===== config.mk =====
export PLATFORM = sky130hd
export DESIGN_NAME = adder_share_arbiter
export DESIGN_NICKNAME = d
export VERILOG_FILES = /design/src/rtl/adder_share_arbiter.sv
export SDC_FILE = /design/constraint.sdc
export NUM_CORES = 1
export LEC_CHECK = 0
export ABC_AREA = 1
export BUFFER_PORTS_ARGS = -buffer_cell sky130_fd_sc_hd__buf_2
export CAP_MARGIN = 20
export CELL_PAD_IN_SITES_DETAIL_PLACEMENT = 0
export CELL_PAD_IN_SITES_GLOBAL_PLACEMENT = 2
export CORE_MARGIN = 10
export CORE_UTILIZATION = 25
export DETAILED_ROUTE_END_ITERATION = 8
export PLACE_DENSITY = 0.9
export SETUP_SLACK_MARGIN = 0.15
export SLEW_MARGIN = 30
export SYNTH_ARGS = -nofsm -noshare
export SYNTH_HDL_FRONTEND = slang
export SYNTH_SLANG_ARGS = --single-unit

===== constraint.sdc =====
create_clock -name clk -period 1.9 [get_ports clk]
set_input_delay 0.095 -clock clk [delete_from_list [all_inputs] [get_ports clk]]
set_output_delay 0.095 -clock clk [all_outputs]
set_load 0.005 [all_outputs]

===== src/rtl/adder_share_arbiter.sv =====
// Round-robin arbiter sharing one multi-cycle adder between NUM_REQ requesters.
// Define ADD_SAT_EN to saturate rsp_sum to all ones whenever the addition carries out.
module adder_share_arbiter #(
   parameter int NUM_REQ = 4,
   parameter int WIDTH   = 8,
   parameter int ADD_LAT = 2
) (
   input  logic                       clk,
   input  logic                       rst_n,
   input  logic [NUM_REQ-1:0]         req_valid,
   output logic [NUM_REQ-1:0]         req_ready,
   input  logic [NUM_REQ*WIDTH-1:0]   req_a,
   input  logic [NUM_REQ*WIDTH-1:0]   req_b,
   output logic [NUM_REQ-1:0]         rsp_valid,
   output logic [$clog2(NUM_REQ)-1:0] rsp_id,
   output logic [WIDTH-1:0]           rsp_sum,
   output logic                       rsp_carry,
   output logic                       busy
);

   localparam int ID_W  = $clog2(NUM_REQ);
   localparam int CNT_W = (ADD_LAT > 1) ? $clog2(ADD_LAT) : 1;

   typedef enum logic [1:0] {
      IDLE,
      BUSY,
      DONE
   } state_t;

   state_t            state;
   state_t            state_nxt;
   logic [ID_W-1:0]   rr_ptr;
   logic [ID_W-1:0]   id_q;
   logic [ID_W-1:0]   grant_idx;
   logic              grant_found;
   logic [CNT_W-1:0]  cnt;
   logic [WIDTH-1:0]  a_q;
   logic [WIDTH-1:0]  b_q;
   logic [WIDTH:0]    full_sum;
   logic [WIDTH-1:0]  sum_result;
   int                idx;

   // Descending scan so the candidate closest to rr_ptr is the last one written and wins.
   always_comb begin
      grant_found = 1'b0;
      grant_idx   = '0;
      idx         = 0;
      for (int k = NUM_REQ - 1; k >= 0; k--) begin
         idx = int'(rr_ptr) + k;
         if (idx >= NUM_REQ) begin
            idx = idx - NUM_REQ;
         end
         if (req_valid[ID_W'(idx)]) begin
            grant_found = 1'b1;
            grant_idx   = ID_W'(idx);
         end
      end
   end

   always_comb begin
      req_ready = '0;
      rsp_valid = '0;
      busy      = (state != IDLE);
      state_nxt = state;
      case (state)
         IDLE: begin
            if (grant_found) begin
               req_ready[grant_idx] = 1'b1;
               state_nxt            = BUSY;
            end
         end
         BUSY: begin
            if (cnt == '0) begin
               state_nxt = DONE;
            end
         end
         DONE: begin
            rsp_valid[id_q] = 1'b1;
            state_nxt       = IDLE;
         end
         default: state_nxt = IDLE;
      endcase
   end

   always_comb begin
      full_sum = {1'b0, a_q} + {1'b0, b_q};
`ifdef ADD_SAT_EN
      sum_result = full_sum[WIDTH] ? '1 : full_sum[WIDTH-1:0];
`else
      sum_result = full_sum[WIDTH-1:0];
`endif
   end

   // Operands are captured at the handshake, so requesters may change them while BUSY.
   always_ff @(posedge clk or negedge rst_n) begin
      if (!rst_n) begin
         state     <= IDLE;
         rr_ptr    <= '0;
         id_q      <= '0;
         cnt       <= '0;
         a_q       <= '0;
         b_q       <= '0;
         rsp_id    <= '0;
         rsp_sum   <= '0;
         rsp_carry <= 1'b0;
      end else begin
         state <= state_nxt;
         case (state)
            IDLE: begin
               if (grant_found) begin
                  a_q  <= req_a[grant_idx*WIDTH +: WIDTH];
                  b_q  <= req_b[grant_idx*WIDTH +: WIDTH];
                  id_q <= grant_idx;
                  cnt  <= CNT_W'(ADD_LAT - 1);
               end
            end
            BUSY: begin
               if (cnt == '0) begin
                  rsp_sum   <= sum_result;
                  rsp_carry <= full_sum[WIDTH];
                  rsp_id    <= id_q;
               end else begin
                  cnt <= cnt - CNT_W'(1);
               end
            end
            DONE: begin
               rr_ptr <= (id_q == ID_W'(NUM_REQ - 1)) ? '0 : id_q + ID_W'(1);
            end
            default: ;
         endcase
      end
   end

endmodule

==> summary.md <==
| Metric | Value |
|---|---|
| Fillers | `between 1000 and 1500` |
| Fin crit share | `1.07` |
| Dpl hpwl | `roughly 6400 um` |
| Unrepaired setup endpoints after global routing | `true` |
| Worst-skew pair later-pin latency | `between 0.2 and 0.3 ns` |
| First-pass GRT wire length | `roughly 14000 um` |
| Area grow syn2layout | `43.8%` |
| Nets | `between 600 and 700` |
| Ports | `90` |
| IO Port Bufs | `89` |
| Slew @ Worst Pin | `0.756 ns` |
| Design area | `3880 um^2` |
| Detailed Route WL | `around 9000 um` |
| Kind of critical path | `flip-flop to output port` |
| Placement Rows | `37` |
| Mapped Cells | `430` |
| Synth top area share | `0.315` |
| Clock-pin slew on the worst setup and hold paths | `about 0.070 ns` |
| Endpoints failing setup | `19` |
| Area post-placement | `~3400 um^2` |
| Antenna-violating nets left | `0` |
| Endpoints failing hold | `0` |
| Register area share after synthesis | `0.315` |
| Vias/cell | `4.22` |
| Rel. slew slack | `0.496` |
| Critical Path AT | `1.93 ns` |
| Most common cell after layout, fill and taps aside | `nand2_1` |
| Initial core utilization | `0.259` |
| Failing checks | `negative setup slack` |
| Htree depth | `2` |
| Largest net degree at the start of global routing | `35` |
| Met3 usage | `0.0326` |
| Number of diodes | `0` |
| Overall Power | `between 7000 and 8000 uW` |
| Vias post-DR | `2879` |
| CTS sink cnt | `34` |
| Final WS setup | `-0.129 ns` |
| DP Worst Slack | `-0.0579 ns` |
| Flop2flop setup slack | `-0.06 ns` |
| Die width | `roughly 120 um` |
| HP Class | `input pin to flip-flop` |
| Peak VDD IR | `approximately 0.00086 V` |
| GR Layer Usage met2 | `0.164` |
| Area of the die | `between 15000 and 20000 um^2` |
| Iteration-0 DRC count of the detailed router | `about 180` |
| Router iterations before antenna repair | `4` |
| Placer congestion estimate | `approximately 0.78` |
| Clock Tree Buf Depth | `2` |
| Initial antenna violation count | `0` |
| CP Data Required Time | `around 1.8 ns` |
| Status | `finished with violations` |
| GRT busiest layer | `met2` |
| Synth warn | `0` |
| Max cap viols | `0` |
| Number of global-route vias before repair | `2977` |
| Max Slew Vio Count | `0` |
| Largest cells by area after synthesis | `dfrtp_1 31%, nand2_1 20%, nand3_1 13%, inv_1 13%, ha_1 5.6%` |
| FMAX | `around 0.49 GHz` |
| Clock root buffer | `clkbuf_8` |
| Post-synth net total | `513` |
| DRC viols | `0` |
| Syn_area_per_cell | `roughly 6.3 um^2` |
| Cell variety after synth | `29` |
| Routed WL per cell | `around 13 um` |
| Critical Path Fanout Max | `5` |
| Floorplan Core Area | `10400 um^2` |
| GRT Total Usage | `0.109` |
| Setup crit start kind | `flip-flop` |
| Power Dens Cells | `roughly 2000 nW/um^2` |
| Clock skew | `around 0.0061 ns` |
| Met1 Track Usage GR | `0.145` |
| Commonest non-fill, non-tap cells in the layout | `129 x nand2_1, 89 x buf_2, 85 x inv_1` |
| Crit path capture type | `output port` |
| Total CTS buffers | `5` |
| FF+latch count, synth | `34` |
| Die Height | `between 100 and 150 um` |
| Total congestion overflow | `0` |
| Fin crit period | `2.03 ns` |
| Share of cells above drive strength 1 | `0.337` |
| Leak pwr | `0.00232 uW` |
| CTS tree | `done` |
| Post-synth top area cell | `dfrtp_1` |
| Cell Area, Synth | `~2700 um^2` |
==> power breakdown <==
part	internal [uW]	leakage, uW	switching (uW)
clock	279	0.0000431	242
combinational	2580	0.00186	3290
sequential	1110	0.000419	243
total	3970	0.00232	3770
==> sequential cells by signal (all words and copies together), names as in the netlist <==
| name | count |
|---|---|
| a_q | 8 |
| b_q | 8 |
| rsp_sum | 8 |
| id_q | 2 |
| rr_ptr | 2 |
| rsp_id | 2 |
| state | 2 |
| cnt | 1 |
| rsp_carry | 1 |
==> cells in the mapped netlist <==
cell	number
o21ai_0	14
nor3_1	1
inv_2	2
xor2_1	2
nand2_2	3
o21ai_1	3
nand2_4	2
fa_1	1
a22o_1	1
o211ai_1	1
nand3_4	1
nand3_1	72
clkbuf_1	3
inv_1	90
dfrtp_1	34
nand4_1	1
or2_2	1
nor4_1	1
a2bb2oi_1	1
a21oi_1	6
buf_2	8
buf_4	1
ha_1	12
o21ai_2	1
nand3_2	1
buf_6	4
clkinv_1	1
nand2_1	144
nor2_1	18
==> kinds of logic (layout without fill, tap and decap cells) <==
kind of cell | Yosys count | count (layout) | share of synthesized area
AO/OA/AOI/OAI | 27 | 27 | 0.0551
XOR/XNOR | 2 | 2 | 0.00649
adder cells (fa/ha/maj) | 13 | 13 | 0.0630
buffers and inverters | 109 | 225 | 0.168
flip-flops | 34 | 34 | 0.315
AND/OR/NAND/NOR | 245 | 245 | 0.393
==> stage by stage <==
stage	hold slack (ns)	cells	util	setup TNS, ns
final	0.198	682	0.373	-0.931
after global routing	0.231	682	0.373	-3.42
after CTS	0.185	676	0.355	-0.454
after detailed placement	0.219	653	0.323	-0.323
after global placement	0.213	653	0.323	0
after floorplan	-0.201	430	-	0
==> cell type report <==
cell class                 count  area (um^2)  share of cell area
tap                          136          170              0.0438
clock buffer                   6         82.6              0.0213
timing repair buffer         126          847               0.218
inverter                      93          349              0.0899
sequential                    34          852               0.219
multi-input combinational    287         1580               0.408
==> critical path, cell delays in order (launching register included) <==
cell and delay [ns]:
dfrtp_2 0.46, buf_4 0.17, o21ai_4 0.15, nand2_2 0.08, buf_4 0.14, buf_4 0.12, buf_4 0.13, nand2_4 0.09
nand2_2 0.06, nor2_2 0.12, buf_2 0.12
==> worst paths after layout <==
path,startpoint,endpoint,cells past startpoint
min in group asynchronous,rst_n,cnt$_DFFE_PN0P_,2
worst min-delay path,req_a[9],a_q[1]$_DFFE_PN0P_,7
worst min register to register,rsp_sum[7]$_DFFE_PN0P_,rsp_sum[7]$_DFFE_PN0P_,2
max in group asynchronous,rst_n,rr_ptr[0]$_DFFE_PN0P_,2
worst max register to register,rr_ptr[0]$_DFFE_PN0P_,a_q[4]$_DFFE_PN0P_,15
worst max-delay path,rr_ptr[0]$_DFFE_PN0P_,req_ready[2],10
==> layer usage <==
metal	wire (um)	vias up
li1	-	1544
met1	4140	1251
met2	3940	76
met3	539	8
met4	127	0
met5	0	-
==> repair_timing <==
item                                   4_1_cts  5_1_grt
setup buffers                               16        3
gates cloned                                 0        3
setup endpoints to repair                   23       26
hold buffers                                 1        0
gates resized for setup                     35       25
endpoints found under the hold margin       34        0
pin swaps                                   14       14
Power figures use the tool's default switching activity.
